[config.mk]
export PLATFORM = sky130hd
export DESIGN_NAME = btn_debouncer
export DESIGN_NICKNAME = d
export VERILOG_FILES = /design/src/rtl/game_pkg.sv /design/src/rtl/btn_chan.sv /design/src/rtl/btn_debouncer.sv
export SDC_FILE = /design/constraint.sdc
export NUM_CORES = 1
export LEC_CHECK = 0
export ABC_CLOCK_PERIOD_IN_PS = 6900
export BUFFER_PORTS_ARGS = -buffer_cell sky130_fd_sc_hd__buf_2
export CORE_UTILIZATION = 29
export CTS_BUF_LIST = sky130_fd_sc_hd__clkbuf_8
export CTS_CLUSTER_DIAMETER = 100
export CTS_CLUSTER_SIZE = 10
export DETAILED_ROUTE_END_ITERATION = 10
export RECOVER_POWER = 50
export SLEW_MARGIN = 30
export SYNTH_ARGS = -nofsm -noshare
export SYNTH_HDL_FRONTEND = slang
export SYNTH_SLANG_ARGS = --single-unit
[constraint.sdc]
create_clock -name clock -period 6.9 [get_ports clock]
set_clock_uncertainty 0.15 [all_clocks]
set_input_delay 0.69 -clock clock [delete_from_list [all_inputs] [get_ports clock]]
set_output_delay 0.69 -clock clock [all_outputs]
set_load 0.1 [all_outputs]
[src/rtl/game_pkg.sv]
// Constants shared by the input-conditioning stage and game_logic.
package game_pkg;

  localparam int unsigned NUM_BTN     = 4;
  localparam int unsigned BTN_IDX_W   = 2;
  localparam int unsigned CLK_HZ      = 50_000_000;
  localparam int unsigned DEBOUNCE_MS = 10;

  localparam int unsigned DEBOUNCE_CYCLES = (CLK_HZ / 1000) * DEBOUNCE_MS;

endpackage

[src/rtl/btn_chan.sv]
// One button channel: polarity fix, 2-FF synchroniser, stability counter and
// registered debounced level with a press-edge flag.
module btn_chan #(
  parameter int unsigned DebounceCycles = 8,
  parameter bit          ActiveLow      = 1'b1
) (
  input  logic clock,
  input  logic reset,
  input  logic btn_raw_i,
  output logic level_o,
  output logic rise_o
);

  localparam int unsigned           CntW   = $clog2(DebounceCycles);
  localparam logic [CntW-1:0]       CntMax = CntW'(DebounceCycles - 1);

  logic            pressed;
  logic [1:0]      sync_q;
  logic            stable;
  logic [CntW-1:0] cnt_q, cnt_d;
  logic            level_q, level_d;
  logic            level_prev_q;

  assign pressed = ActiveLow ? ~btn_raw_i : btn_raw_i;
  assign stable  = sync_q[1];

  always_comb begin
    cnt_d   = cnt_q;
    level_d = level_q;
    if (stable == level_q) begin
      cnt_d = '0;
    end else if (cnt_q == CntMax) begin
      level_d = stable;
      cnt_d   = '0;
    end else begin
      cnt_d = cnt_q + 1'b1;
    end
  end

  always_ff @(posedge clock or posedge reset) begin
    if (reset) begin
      sync_q       <= '0;
      cnt_q        <= '0;
      level_q      <= 1'b0;
      level_prev_q <= 1'b0;
    end else begin
      sync_q       <= {sync_q[0], pressed};
      cnt_q        <= cnt_d;
      level_q      <= level_d;
      level_prev_q <= level_q;
    end
  end

  assign level_o = level_q;
  // High for the one cycle after the level rose; the top registers it into the pulse.
  assign rise_o  = level_q & ~level_prev_q;

endmodule

[src/rtl/btn_debouncer.sv]
// Debounces the raw push-buttons and emits gated one-cycle press pulses plus
// an arbitrated single-press strobe with its binary index.
module btn_debouncer #(
  parameter int unsigned NUM_BTN         = game_pkg::NUM_BTN,
  parameter int unsigned DEBOUNCE_CYCLES = game_pkg::DEBOUNCE_CYCLES,
  parameter bit          ACTIVE_LOW      = 1'b1
) (
  input  logic                          clock,
  input  logic                          reset,
  input  logic [NUM_BTN-1:0]            btn_raw,
  input  logic                          enable,
  output logic [NUM_BTN-1:0]            btn_level,
  output logic [NUM_BTN-1:0]            btn_pulse,
  output logic                          press_valid,
  output logic [game_pkg::BTN_IDX_W-1:0] press_idx,
  output logic                          press_multi
);

  import game_pkg::*;

  logic [NUM_BTN-1:0]   rise;
  logic [NUM_BTN-1:0]   hit;
  logic [NUM_BTN-1:0]   pulse_q, pulse_d;
  logic                 valid_q, valid_d;
  logic                 multi_q, multi_d;
  logic [BTN_IDX_W-1:0] idx_q, idx_d;
  logic [BTN_IDX_W-1:0] idx_any;
  int unsigned          hit_cnt;

  for (genvar g = 0; g < NUM_BTN; g++) begin : g_chan
    btn_chan #(
      .DebounceCycles (DEBOUNCE_CYCLES),
      .ActiveLow      (ACTIVE_LOW)
    ) u_chan (
      .clock     (clock),
      .reset     (reset),
      .btn_raw_i (btn_raw[g]),
      .level_o   (btn_level[g]),
      .rise_o    (rise[g])
    );
  end

  // Edges seen while disabled are dropped, never deferred.
  assign hit = rise & {NUM_BTN{enable}};

  always_comb begin
    hit_cnt = 0;
    idx_any = '0;
    for (int i = 0; i < NUM_BTN; i++) begin
      if (hit[i]) begin
        hit_cnt = hit_cnt + 1;
        idx_any = BTN_IDX_W'(i);
      end
    end
    pulse_d = hit;
    valid_d = (hit_cnt == 1);
    multi_d = (hit_cnt >= 2);
    idx_d   = valid_d ? idx_any : '0;
  end

  always_ff @(posedge clock or posedge reset) begin
    if (reset) begin
      pulse_q <= '0;
      valid_q <= 1'b0;
      multi_q <= 1'b0;
      idx_q   <= '0;
    end else begin
      pulse_q <= pulse_d;
      valid_q <= valid_d;
      multi_q <= multi_d;
      idx_q   <= idx_d;
    end
  end

  assign btn_pulse   = pulse_q;
  assign press_valid = valid_q;
  assign press_multi = multi_q;
  assign press_idx   = idx_q;

endmodule

## Yosys cells after proc, flatten, opt, wreduce, memory -nomap -nowiden

Index checks and enable logic that the tools add are counted.
W data, S select, Z words.

- Input bits: 7
- Word-level logic and storage cells: 74
- Flip-flop bits (word level): 100
- Output and inout bits: 12

- Bitwise logic cells: 17
- Equal/unequal tests: 9
- Magnitude comparators: 1
- Reduce and logical (&&, ||, !) cells: 4
- $add $sub $neg: 7
- Muxes and demuxes: 16

Operator list:

| operator | number |
|---|---|
| $mux W19 | 8 |
| $add A32 B1 Y32 const B | 3 |
| $mux W32 | 3 |
| $add A19 B1 Y19 const B | 4 |
| $eq A19 B19 Y1 const B | 4 |
| $eq A32 B1 Y1 const B | 1 |
| $ge A32 B2 Y1 const B | 1 |
| $not A1 Y1 | 12 |
| $reduce_and A2 Y1 | 4 |
| $mux W2 | 3 |
| $and A1 B1 Y1 | 4 |
| $and A4 B4 Y4 | 1 |
| $eq A1 B1 Y1 | 4 |
| $mux W1 | 2 |

## Longest topological paths before layout

- Depth after elaboration: 12
- Mapped depth: 10
- Mapped depth without buffers: 10

## By module

A second synthesis with hierarchy kept.

- Cells, all modules: 476
- Area, all modules: 4854.7 um2

Modules (own cells, without submodules):

| module | cells each | times used | area each (um2) | sequential area each (um2) |
|---|---|---|---|---|
| btn_chan | 107 | 4 | 1099.8 | 575.6 |
| btn_debouncer | 48 | 1 | 455.4 | 200.2 |

## Worst setup path before layout

No wires, ideal clock.

- Path kind: input port to flip-flop
- Start point: input port enable
- End point: register multi_q, in the netlist press_multi
- Setup slack: 4.484 ns
- Cell stages on the path: 10
- Library setup time: 0.127 ns
- Arrival: 2.139 ns
- Buffers on the path: 0
- Required time: 6.623 ns
- Cell sequence: and3b_1 -> inv_1 -> ha_1 -> nor4bb_1 -> a31oi_1 -> inv_1 -> ha_1 -> nor2_1 -> a21oi_1 -> or2_2

- Cells in the longest elaborated chain, start to end: 9

RTL lines:

| item | line | text |
|---|---|---|
| start: declaration | btn_debouncer.sv:11 | `input logic enable,` |
| $and A4 B4 Y4 * | btn_debouncer.sv:44 | `assign hit = rise & {NUM_BTN{enable}};` |
| $mux W1 | btn_debouncer.sv:50 | `if (hit[i]) begin` |
| $add A32 B1 Y32 | btn_debouncer.sv:51 | `hit_cnt = hit_cnt + 1;` |
| $mux W32 | btn_debouncer.sv:50 |  |
| $add A32 B1 Y32 | btn_debouncer.sv:51 |  |
| $mux W32 | btn_debouncer.sv:50 |  |
| $add A32 B1 Y32 | btn_debouncer.sv:51 |  |
| $mux W32 * | btn_debouncer.sv:50 |  |
| $ge A32 B2 Y1 * | btn_debouncer.sv:57 | `multi_d = (hit_cnt >= 2);` |
| net multi_d | btn_debouncer.sv:25 | `logic multi_q, multi_d;` |
| end signal: assignment | btn_debouncer.sv:70 | `multi_q <= multi_d;` |
| end: declaration | btn_debouncer.sv:25 |  |

The timed path passes the listed nets; every way through them passes the cells marked *.
A chain may end at the register's enable or synchronous reset.

## Worst setup path in the final report

- Start point: register g_chan[1].u_chan.level_q
- End point: register multi_q, in the netlist press_multi

- Cells in the longest elaborated chain, start to end: 8

RTL lines:

| item | line | text |
|---|---|---|
| start: declaration | btn_chan.sv:21 | `logic level_q, level_d;` |
| start signal: assignment | btn_chan.sv:49 | `level_q <= level_d;` |
| $and A1 B1 Y1 * | btn_chan.sv:56 | `assign rise_o = level_q & ~level_prev_q;` |
| $and A4 B4 Y4 * | btn_debouncer.sv:44 |  |
| $mux W32 * | btn_debouncer.sv:50 |  |
| $add A32 B1 Y32 | btn_debouncer.sv:51 |  |
| $mux W32 * | btn_debouncer.sv:50 |  |
| $add A32 B1 Y32 | btn_debouncer.sv:51 |  |
| $mux W32 * | btn_debouncer.sv:50 |  |
| $ge A32 B2 Y1 * | btn_debouncer.sv:57 |  |
| net multi_d | btn_debouncer.sv:25 |  |

Marks and branches as above.

==> flow_metrics.tcl <==
set metrics [dict create \
    arrival_ns 2.57 \
    async_reset_ff_share_pct 100.0 \
    die_h_um 130.7 \
    cpPeakStageDelay_ns 0.44 \
    cts_setup_buffers 0 \
    power_leakage_nw 2.198 \
    die_area_um2 17070 \
    place_hpwl_um 6116 \
    clockPowerShare_pct 39.3 \
    drt_pass1_iterations 7 \
    tns_ns 0 \
    finalSetupViolCount 0 \
    crit_start "g_chan[1].u_chan.level_o$_DFFE_PP0P_" \
    path_cells "nor2b_1, nand2_1, ha_1, nor4bb_1, a31oi_1, inv_1, ha_1, nor2_1, a21oi_1, or2_2" \
    cp-end-kind "register" \
    synth_cells 469 \
    met3_length_um 325 \
    die_w_um 130.7 \
    clock-root-buffer "clkbuf_8" \
    cts_tree "built" \
    cts_buffers 9 \
    dr.first_iter.drc_count 173 \
    max_freq_mhz 406.3 \
    final_layout_size_suffix_gt1_share_pct 11.94 \
    min_period_over_period_pct 35.67 \
    vias_per_cell 4.775 \
    maxSlewHeadroom_pct 38.19 \
    status "complete, no violations" \
    antenna_left 0 \
    setup_ws_ns 4.439 \
    synth_edf_count 0 \
    syn-cell-area_um2 4801 \
    grt_pass1_vias 3447 \
    hold_viol_final 0 \
    finalCriticalPeriod_ns 2.461 \
    required_ns 7.01 \
    wl_met2_um 4099 \
    synth_cell_types 43 \
    cts.repair.resized 0 \
    area.growth.synth_to_final_pct 11.55 \
    drv_cap 0 \
    power.density_nw_per_um2 196.2 \
    syn_nets 482 \
    io_pins 19 \
    gp_congestion 0.8360 \
    grtUsageTotal_pct 11.56 \
    initial_core_util_pct 30.00 \
    place_ws_ns 4.123 \
    cpMaxStageDelayCell "dfrtp_1" \
    internal-power_w 0.0008252 \
    h-tree-depth 3 \
    wirelength_um 8790 \
    synth-main-ff-cell "dfrtp_1" \
    clockBufferDepth 2 \
    critical_path_class "reg2reg" \
    seqPwrFrac_pct 57.3 \
    crit_path_start_kind "register" \
    grt_pass1_wl_um 15540 \
    antenna_found_initial 0 \
    wire_per_inst_um 12.38 \
    dpl-instance-area_um2 5121 \
    yosys_warnings 0 \
    r2r_slack_ns 4.44 \
    share_comb_of_total_power_pct 3.4 \
    syn_avg_cell_area_um2 10.24 \
    cp_max_fo 6 \
    gr-total-overflow 0 \
    vdd_ir_drop_max_mv 0.1342 \
    stdcell_area_um2 5355 \
    highest_layer "met4" \
    route.detailed.drc 0 \
    std_cell_rows 46 \
    drt-met1-wl_um 4232 \
    nNetsFinal 503 \
    slew_violations 0 \
    clock_latency_ns 0.37 \
    coreArea_um2 16000 \
    diodes 0 \
    cpMostUsedCell "ha_1" \
    portBuffers 18 \
    cts_hold_buf 0 \
    clkTransAtPathRegs_ns 0.09 \
    min-delay-start "g_chan[3].u_chan.sync_q[0]$_DFF_PP0_" \
    worstMarginPinSlew_ns 0.9240 \
    yosysSeqAreaShare_pct 52.12 \
    grt_max_degree 88 \
    num_vias 3390 \
    switching_share_pct 21.46 \
    p_switching_w 0.0002255 \
    ys_seq_elements 100 \
    r2r_start "g_chan[1].u_chan.level_o$_DFFE_PP0P_" \
    min_path_type "reg2reg" \
    rsz0062_at_grt "false" \
    clkSinkCount 100 \
]
-- stage by stage --
stage	utilization (%)	power, W	instances	hold slack, ns
floorplan	-	0.0006390	469	0.1812
CTS	33.41	0.001074	709	0.04394
detailed placement	32.01	0.0006500	694	0.1855
finish	33.47	0.001051	710	0.2014
global placement	31.94	0.0006486	694	0.1830
global route	33.47	0.001101	710	0.2094
-- state kept, by name, summed over array words and instances, names as in the netlist --
register                    flops
btn_pulse                       4
g_chan.u_chan.cnt_q            76
g_chan.u_chan.level_o           4
g_chan.u_chan.level_prev_q      4
g_chan.u_chan.sync_q            8
press_idx                       2
press_multi                     1
press_valid                     1
-- critical path: cells and delay by family, from the launching register on --
kind	cells	cell delay (ns)
AOI/OAI and AO/OA	2	0.20
adders and majority gates	2	0.42
buffers and inverters	1	0.10
DFF	1	0.44
and+or+nand+nor	5	1.04
-- logic make-up (layout without fill, tap and decap cells) --
kind of cell,Yosys count,count (layout),synth area share (%)
DFF,100,100,52.12
muxes,6,6,1.355
and+or+nand+nor,231,231,26.30
AOI/OAI and AO/OA,36,36,4.978
xor gates and xnor gates,59,59,10.76
buffers and inverters,31,56,2.919
adders and majority gates,6,6,1.564
-- metal layers --
metal  global-route usage [%]  vias up
met3                    3.135       12
li1                         -     1675
met4                    4.260        0
met2                    19.27       56
met1                    14.33     1647
met5                        0        -
-- final timing paths --
check / endpoint / cells after the start
min in group asynchronous: g_chan[1].u_chan.cnt_q[1]$_DFF_PP0_ / 2
hold reg to reg: g_chan[3].u_chan.sync_q[1]$_DFF_PP0_ / 0
setup / recovery: press_multi$_DFF_PP0_ / 10
max in group asynchronous: g_chan[2].u_chan.cnt_q[15]$_DFF_PP0_ / 3
setup reg to reg: press_multi$_DFF_PP0_ / 10
hold / removal: g_chan[3].u_chan.sync_q[1]$_DFF_PP0_ / 0
-- placed cells by master, fill, tap and decap left out, types with 2 or more instances in the layout --
cell type / instances
a21oi_1: 19
and2_0: 3
and2_1: 2
and4_1: 3
buf_2: 18
buf_6: 2
bufinv_16: 2
clkbuf_8: 11
dfrtp_1: 100
ha_1: 6
inv_1: 20
mux2_2: 4
mux2i_1: 2
nand2_1: 27
nand2b_1: 2
nand3_1: 28
nand3b_1: 7
nand4_1: 20
nand4_4: 2
nor2_1: 69
nor3_1: 14
nor4_1: 18
nor4_2: 2
nor4b_1: 4
nor4bb_1: 3
o21ai_0: 9
o31ai_1: 2
o41ai_4: 2
or2_2: 7
or3_1: 8
or4_1: 4
xnor2_1: 42
xor2_1: 17
-- synthesized netlist by cell type (2+ instances only) --
library cell / number / area [um2]
nor3_1: 14 / 70.07
nand4_1: 20 / 125.1
buf_2: 4 / 20.02
nor2_1: 69 / 259.0
nor4_2: 2 / 25.02
and4_1: 3 / 26.28
mux2_2: 4 / 45.04
or3_1: 8 / 50.05
o21ai_0: 9 / 45.04
nand2_1: 27 / 101.4
a21oi_1: 19 / 95.09
nand3b_1: 7 / 52.55
inv_1: 21 / 78.83
dfrtp_1: 100 / 2502
nor4_1: 18 / 112.6
nor4bb_1: 3 / 30.03
buf_4: 5 / 37.54
o31ai_1: 2 / 15.01
and2_1: 5 / 31.28
xnor2_1: 42 / 367.9
nand2b_1: 2 / 12.51
o41ai_4: 2 / 55.05
xor2_1: 17 / 148.9
or4_1: 4 / 30.03
nor4b_1: 4 / 35.03
ha_1: 6 / 75.07
nand3_1: 28 / 140.1
nand4_4: 2 / 42.54
or2_2: 7 / 43.79
mux2i_1: 2 / 20.02
-- power groups by stage --
| stage | combinational [W] | clock, W | sequential [W] |
|---|---|---|---|
| floorplan | 0.0000269 | 0 | 0.000612 |
| global placement | 0.0000351 | 0 | 0.000613 |
| detailed placement | 0.0000362 | 0 | 0.000614 |
| CTS | 0.0000364 | 0.000435 | 0.000602 |
| global route | 0.0000421 | 0.000455 | 0.000604 |
| finish | 0.0000353 | 0.000413 | 0.000602 |
-- layout make-up --
class | instances | area, um2
fillers | 1665 | 10650
flip-flops and latches | 100 | 2502
multi-input cells | 338 | 2166
well taps | 216 | 270.3
clock buffers | 11 | 151.4
repair buffers | 20 | 112.6
inverters | 21 | 80.08
clock inverters | 4 | 72.57
Power figures use the tool's default switching activity.
